**src/rtl/midi_note_ctrl_if.sv**
```systemverilog
// Byte-stream handshake between a MIDI byte source and midi_note_ctrl.
interface midi_note_ctrl_if;
  logic [7:0] byte_in;
  logic       byte_valid;
  logic       byte_ready;

  modport master (output byte_in, output byte_valid, input byte_ready);
  modport slave  (input byte_in, input byte_valid, output byte_ready);
endinterface

```
**src/rtl/midi_note_ctrl.sv**
```systemverilog
// MIDI byte parser feeding a monophonic voice FSM that drives an envelope
// generator with note_on/note_off pulses and tracks a pending note.
module midi_note_ctrl #(
  parameter logic [3:0] CHANNEL = 4'd0
) (
  input  logic                   clk,
  input  logic                   rst_b,
  midi_note_ctrl_if.slave        bus,
  input  logic                   eg_busy,
  input  logic                   eg_done,
  output logic                   note_on,
  output logic                   note_off,
  output logic                   gate,
  output logic [6:0]             note,
  output logic [6:0]             velocity,
  output logic [7:0]             drop_cnt
);

  localparam logic [1:0] P_STATUS = 2'd0;
  localparam logic [1:0] P_DATA1  = 2'd1;
  localparam logic [1:0] P_DATA2  = 2'd2;

  localparam logic [1:0] V_IDLE = 2'd0;
  localparam logic [1:0] V_HELD = 2'd1;
  localparam logic [1:0] V_REL  = 2'd2;
  localparam logic [1:0] V_PEND = 2'd3;

  logic [1:0] p_state;
  logic       rs_valid;
  logic [7:0] rs;
  logic [6:0] d1;
  logic       rdy;

  logic       ev_valid;
  logic       ev_on;
  logic [6:0] ev_key;
  logic [6:0] ev_vel;

  logic       accept;
  logic [7:0] b;
  logic       is_chan;
  logic       is_sys;
  logic       is_data;
  logic       one_byte;
  logic       data1;
  logic       data2;
  logic       complete;
  logic       note_msg;

  assign bus.byte_ready = rdy;
  assign accept   = bus.byte_valid & rdy;
  assign b        = bus.byte_in;
  assign is_data  = ~b[7];
  assign is_chan  = b[7] & (b[7:4] != 4'hF);
  assign is_sys   = (b[7:4] == 4'hF) & ~b[3];
  assign one_byte = (rs[7:4] == 4'hC) | (rs[7:4] == 4'hD);
  // P_STATUS with valid running status behaves exactly like P_DATA1
  assign data1    = is_data & rs_valid & (p_state != P_DATA2);
  assign data2    = is_data & (p_state == P_DATA2);
  assign complete = accept & ((data1 & one_byte) | data2);
  assign note_msg = ((rs[7:4] == 4'h8) | (rs[7:4] == 4'h9)) & (rs[3:0] == CHANNEL);

  always_ff @(posedge clk or negedge rst_b) begin
    if (!rst_b) begin
      p_state  <= P_STATUS;
      rs_valid <= 1'b0;
      rs       <= '0;
      d1       <= '0;
      rdy      <= 1'b0;
      ev_valid <= 1'b0;
      ev_on    <= 1'b0;
      ev_key   <= '0;
      ev_vel   <= '0;
    end else begin
      rdy      <= ~complete;
      ev_valid <= accept & data2 & note_msg;
      if (accept) begin
        if (is_chan) begin
          rs       <= b;
          rs_valid <= 1'b1;
          p_state  <= P_DATA1;
        end else if (is_sys) begin
          rs_valid <= 1'b0;
          p_state  <= P_STATUS;
        end else if (data1) begin
          if (one_byte) begin
            p_state <= P_STATUS;
          end else begin
            d1      <= b[6:0];
            p_state <= P_DATA2;
          end
        end else if (data2) begin
          p_state <= P_STATUS;
          ev_on   <= rs[4] & (b[6:0] != 7'd0);
          ev_key  <= d1;
          ev_vel  <= b[6:0];
        end
      end
    end
  end

  logic [1:0] v_state;
  logic [1:0] v_next;
  logic [6:0] pend_key;
  logic [6:0] pend_vel;
  logic [6:0] note_n;
  logic [6:0] vel_n;
  logic [6:0] pkey_n;
  logic [6:0] pvel_n;
  logic       on_n;
  logic       off_n;
  logic       drop_inc;
  logic       on_ev;
  logic       off_ev;

  assign on_ev  = ev_valid & ev_on;
  assign off_ev = ev_valid & ~ev_on;
  assign gate   = (v_state == V_HELD) | (v_state == V_PEND);

  always_comb begin
    v_next   = v_state;
    note_n   = note;
    vel_n    = velocity;
    pkey_n   = pend_key;
    pvel_n   = pend_vel;
    on_n     = 1'b0;
    off_n    = 1'b0;
    drop_inc = 1'b0;
    case (v_state)
      V_IDLE: begin
        if (on_ev) begin
          if (!eg_busy) begin
            note_n = ev_key;
            vel_n  = ev_vel;
            on_n   = 1'b1;
            v_next = V_HELD;
          end else begin
            pkey_n = ev_key;
            pvel_n = ev_vel;
            v_next = V_PEND;
          end
        end
      end
      V_HELD: begin
        if (on_ev) begin
          drop_inc = 1'b1;
        end else if (off_ev && ev_key == note) begin
          off_n  = 1'b1;
          v_next = V_REL;
        end
      end
      V_REL: begin
        // A note-on coinciding with eg_done is issued at once instead of
        // parking in V_PEND, where no further eg_done would arrive.
        if (on_ev) begin
          if (eg_done) begin
            note_n = ev_key;
            vel_n  = ev_vel;
            on_n   = 1'b1;
            v_next = V_HELD;
          end else begin
            pkey_n = ev_key;
            pvel_n = ev_vel;
            v_next = V_PEND;
          end
        end else if (eg_done) begin
          v_next = V_IDLE;
        end
      end
      V_PEND: begin
        if (on_ev) begin
          pkey_n   = ev_key;
          pvel_n   = ev_vel;
          drop_inc = 1'b1;
          if (eg_done) begin
            note_n = ev_key;
            vel_n  = ev_vel;
            on_n   = 1'b1;
            v_next = V_HELD;
          end
        end else if (off_ev && ev_key == pend_key) begin
          v_next = eg_done ? V_IDLE : V_REL;
        end else if (eg_done) begin
          note_n = pend_key;
          vel_n  = pend_vel;
          on_n   = 1'b1;
          v_next = V_HELD;
        end
      end
      default: v_next = V_IDLE;
    endcase
  end

  always_ff @(posedge clk or negedge rst_b) begin
    if (!rst_b) begin
      v_state  <= V_IDLE;
      note     <= '0;
      velocity <= '0;
      pend_key <= '0;
      pend_vel <= '0;
      note_on  <= 1'b0;
      note_off <= 1'b0;
      drop_cnt <= '0;
    end else begin
      v_state  <= v_next;
      note     <= note_n;
      velocity <= vel_n;
      pend_key <= pkey_n;
      pend_vel <= pvel_n;
      note_on  <= on_n;
      note_off <= off_n;
      if (drop_inc && drop_cnt != 8'hFF)
        drop_cnt <= drop_cnt + 8'd1;
    end
  end

endmodule

```
**src/flat_wrapper.sv**
```systemverilog
// flat-port wrapper written by rule: the top's interface ports become plain ports
module midi_note_ctrl_flat 
#(
  parameter logic [3:0] CHANNEL = 4'd0
)
  (clk, rst_b, eg_busy, eg_done, note_on, note_off, gate, note, velocity, drop_cnt, bus_byte_in, bus_byte_valid, bus_byte_ready);
  midi_note_ctrl_if bus_i ();
  input  logic clk;
  input  logic rst_b;
  input  logic eg_busy;
  input  logic eg_done;
  output logic note_on;
  output logic note_off;
  output logic gate;
  output logic [6:0] note;
  output logic [6:0] velocity;
  output logic [7:0] drop_cnt;
  input wire logic [$bits(bus_i.byte_in)-1:0] bus_byte_in;
  input wire logic [$bits(bus_i.byte_valid)-1:0] bus_byte_valid;
  output wire logic [$bits(bus_i.byte_ready)-1:0] bus_byte_ready;
  assign bus_i.byte_in = bus_byte_in;
  assign bus_i.byte_valid = bus_byte_valid;
  assign bus_byte_ready = bus_i.byte_ready;
  midi_note_ctrl #(.CHANNEL(CHANNEL)) u_core (.clk(clk), .rst_b(rst_b), .bus(bus_i), .eg_busy(eg_busy), .eg_done(eg_done), .note_on(note_on), .note_off(note_off), .gate(gate), .note(note), .velocity(velocity), .drop_cnt(drop_cnt));
endmodule
```
**config.mk**
```make
export PLATFORM = sky130hd
export DESIGN_NAME = midi_note_ctrl_flat
export DESIGN_NICKNAME = d
export VERILOG_FILES = /design/src/rtl/midi_note_ctrl_if.sv /design/src/rtl/midi_note_ctrl.sv /design/src/flat_wrapper.sv
export SDC_FILE = /design/constraint.sdc
export NUM_CORES = 1
export LEC_CHECK = 0
export BUFFER_PORTS_ARGS = -buffer_cell sky130_fd_sc_hd__buf_2
export CAP_MARGIN = 40
export CORE_ASPECT_RATIO = 1.4
export CORE_MARGIN = 5
export CORE_UTILIZATION = 64
export CTS_CLUSTER_SIZE = 12
export DETAILED_ROUTE_END_ITERATION = 6
export PLACE_DENSITY = 0.85
export SYNTH_ARGS = -nofsm -noshare
export SYNTH_HDL_FRONTEND = slang
export SYNTH_SLANG_ARGS = --single-unit
```
**constraint.sdc**
```tcl
create_clock -name clk -period 3.4 [get_ports clk]
set_clock_uncertainty 0.1 [all_clocks]
set_input_delay 0.34 -clock clk [delete_from_list [all_inputs] [get_ports clk]]
set_output_delay 0.34 -clock clk [all_outputs]
set_load 0.03 [all_outputs]
```
==> results.txt <==
* Status: finished, final reports clean
- On the critical path, the stage with the largest delay is an instance of dfrtp_1.
- The placed instances occupy a cell area of 4250 sq um.
* Number of endpoints with negative hold slack in the final report: 0
- Count of mapped cells out of synthesis: 386
- Internal power comes to 1560 uW.
- Clock latency on the worst-skew pair, taken at its later pin, is 0.35 ns.
- Period utilisation layout: 72.0%
* Net count of the mapped netlist: 400
- For this run, global-route usage on met3 was measured as 5.63%.
- Starting utilization of the core area: 65.3%
* Share of the core filled with cells: 72.2%
- Type of the worst min-delay path: primary input to register
- Num Clock Sinks: 75
- Routability-driven placement finished with a final weighted congestion of 0.892.
- Once layout is done, the placed cells without fillers occupy 4450 sq um.
- For this run, the number of Yosys warnings is 0.
- DRT Wirelength: 9.00 mm
- Number of optimization iterations in the first detailed-route pass: 5
- After detailed routing, the number of remaining DRC violations is 0.
- For this run, the register share of the synthesized area comes to 46.6%.
- Across all layers, the routed design uses 3,063 vias.
* Combinational share of power: 17.5%
- Final setup viols: 0
* Required time reported for the critical path endpoint: 3.51 ns
- Synthesis inferred 75 register bits.
* Row count: 34
- Worst VDD drop: 0.349 mV
- By area the synthesized netlist is led by dfrtp_1, mux2_2, o211ai_1, mux2i_1, xor2_1.
* Number of buffers created by CTS: 9
* Average wire length per cell after detail routing: 18.3 um
- Compared with the post-synthesis result, the final layout area differs by 10.6%.
- The analysis attributes to cell leakage a power of 0.00216 uW.
- In this run the remaining antenna-violating nets after routing total 0.
* CP startpoint kind: register
- The region available for standard cell placement spans 6170 sq um.
- Wire length of the first global-routing pass: 15.5 mm
- Commonest register cell after synthesis: dfrtp_1
- Met1 routing resource usage after global routing: 29.6%
- Power dissipated by switching net loads: 727 uW
- No sink is reached through more buffers than the 2 on the longest clock path.
- In the routed layout, each cell is associated on average with a via count of 6.24.
- Detailed placement finished with a half-perimeter wire length of 6.28 mm.
* Fraction of power consumed by sequential logic: 53.1%
- Data arrives at the worst endpoint at 2.56 ns.
* Largest area contributor in the synthesized netlist: dfrtp_1
* Highest clock rate: 0.408 GHz
- Total congestion overflow: 0
* I/O pin count: 39
* Clock tree root driver cell: clkbuf_8
- The synthesized netlist contains 39 unique library cells.
- Max FO, Critical Path: 36
- Total Die Area: 8000 sq um
- Asr flop ratio synth: 100%
* Clock slew at the register clock pins of the worst setup and hold paths: 0.08 ns
- The via count of the first global-routing pass is 3,224.
- Fraction of layout instances using a drive strength above 1: 24.6%
- Antenna diode instance count: 0
- Post-synthesis instance area: 4030 sq um
- Number of flops mapped to enable cells by yosys: 0
- Busiest grt layer: met2
- Vertical extent of the die: 104 um
- Count of pins over their slew limit: 0
* Drt first-iter violations: 345
* Area share of the largest cell type after synthesis: 46.6%
- Clock period minus final worst setup slack: 2.45 ns
- Delay of the slowest critical-path stage: 0.97 ns
- The critical path is of the register to register type.
* CP cell instances: nand2_1, nor2_1, o21a_4, o211ai_1
- Actual transition at the worst max-transition pin: 0.946 ns
- Overall track demand over capacity in global routing: 23.8%
- Dividing total power by cell area gives a power density of 514 nW/um^2.
* Number of cells after detailed placement: 474
- During placement, the flow inserted port buffers numbering 38.
* Most frequent cells in the layout: dfrtp_1, buf_2, nand2_1, o211ai_1, mux2_2
- Die outline width: 77.0 um
- Largest net degree at the start of global routing: 59
- Global routing usage on met2: 39.7%
* TritonCTS clock tree: done
* Worst slew slack as a fraction of its limit: 37.0%
* Initial antenna violation count: 0
- Max-cap violations in this run came to 0.
- The clock tree synthesis step divided the H-tree into 3 levels.
* Nets@finish: 428
- Of the total power, the share spent switching nets is 31.8%.
- Excluding fillers, the count of instances in the completed layout stands at 491.
- Clock network power share: 29.3%
- Setup repair after global routing left no endpoint under its margin.
- Summed over all failing endpoints, the final setup total negative slack is 0 ns.
- Worst Setup End Kind: register
* Post-synthesis average cell area: 10.4 sq um
- The library cell used most frequently in the layout, excluding fill and tap cells, is dfrtp_1.
## metal layers
layer | part of all wire, % | wire [um] | vias up
li1 | - | - | 1446
met1 | 41 | 3700 | 1493
met2 | 51 | 4560 | 107
met3 | 6.5 | 587 | 17
met4 | 1.7 | 155 | 0
met5 | 0 | 0 | -
## per-stage QoR
stage	total power, uW	worst slack [ns]	hold slack (ns)
CTS	2300	1.01	0.151
global placement	1600	1.13	0.343
finish	2290	0.951	0.164
floorplan	1470	1.45	-0.0556
global route	2410	0.745	0.182
detailed placement	1630	0.994	0.135
## path summary, 6_finish.rpt
kind                       cells after the start                          start  slack (ns)                             end
min in group asynchronous                      2                          rst_b        0.30      u_core.note[5]$_DFFE_PN0P_
hold reg to reg                                2       u_core.d1[1]$_DFFE_PN0P_        0.38    u_core.ev_key[1]$_DFFE_PN0P_
max in group asynchronous                      3                          rst_b        2.35        u_core.ev_on$_DFFE_PN0P_
setup / recovery                               4  u_core.v_state[1]$_DFFE_PN0P_        0.95  u_core.velocity[1]$_DFFE_PN0P_
setup reg to reg                               4  u_core.v_state[1]$_DFFE_PN0P_        0.95  u_core.velocity[1]$_DFFE_PN0P_
hold / removal                                 3                 bus_byte_in[2]        0.16    u_core.ev_vel[2]$_DFFE_PN0P_
## flip-flops by register name, summed over array words and instances (netlist names), 2 cells and up
| register | count |
|---|---|
| u_core.drop_cnt | 8 |
| u_core.pend_key | 7 |
| u_core.v_state | 2 |
| u_core.pend_vel | 7 |
| u_core.velocity | 7 |
| u_core.d1 | 7 |
| u_core.rs | 8 |
| u_core.p_state | 2 |
| u_core.ev_vel | 7 |
| u_core.ev_key | 7 |
| u_core.note | 7 |
## worst max-delay path, delay by kind of cell, from the launching register on
family | cells | cell delay (ns)
and+or+nand+nor | 2 | 0.79
DFF | 1 | 0.97
AOI/OAI and AO/OA | 2 | 0.45
## cell usage after synthesis, types with 8 or more instances
master / count
a311oi_1: 14
clkbuf_1: 21
dfrtp_1: 75
inv_1: 16
mux2_2: 29
mux2i_1: 14
nand2_1: 36
nand3_1: 8
nor2_1: 11
nor2b_1: 17
nor3b_1: 15
o211ai_1: 34
o211ai_2: 10
o21ai_0: 19
xor2_1: 16
## repair_timing
action	4_1_cts	5_1_grt
endpoints found under the hold margin	17	0
buffers inserted	0	0
hold buffers	1	0
resized for setup	0	0
## cell families (layout without fill, tap and decap cells)
logic type      after synthesis  in the layout  share of synthesized area (%)
buf+inv                      44             77                           4.60
compound gates               92             92                           17.8
flops                        75             75                           46.6
xor+xnor                     21             21                           4.57
mux                          43             43                           11.6
fa+ha+maj                     1              1                          0.311
simple gates                110            110                           14.5
## power by group through the flow
stage / combinational [uW] / clock (uW) / sequential [uW]
finish: 401 / 672 / 1220
global route: 446 / 726 / 1240
CTS: 404 / 684 / 1210
detailed placement: 398 / 0 / 1230
global placement: 379 / 0 / 1220
floorplan: 284 / 0 / 1180
## final cells by class
class | count | area [sq um]
repair buffers | 45 | 268
well taps | 72 | 90.1
fillers | 447 | 1720
flip-flops and latches | 75 | 1880
inverters | 16 | 60.1
clock buffers | 10 | 128
clock inverters | 6 | 66.3
multi-input cells | 267 | 1960
Note: power is estimated with default switching activity, not from simulation.
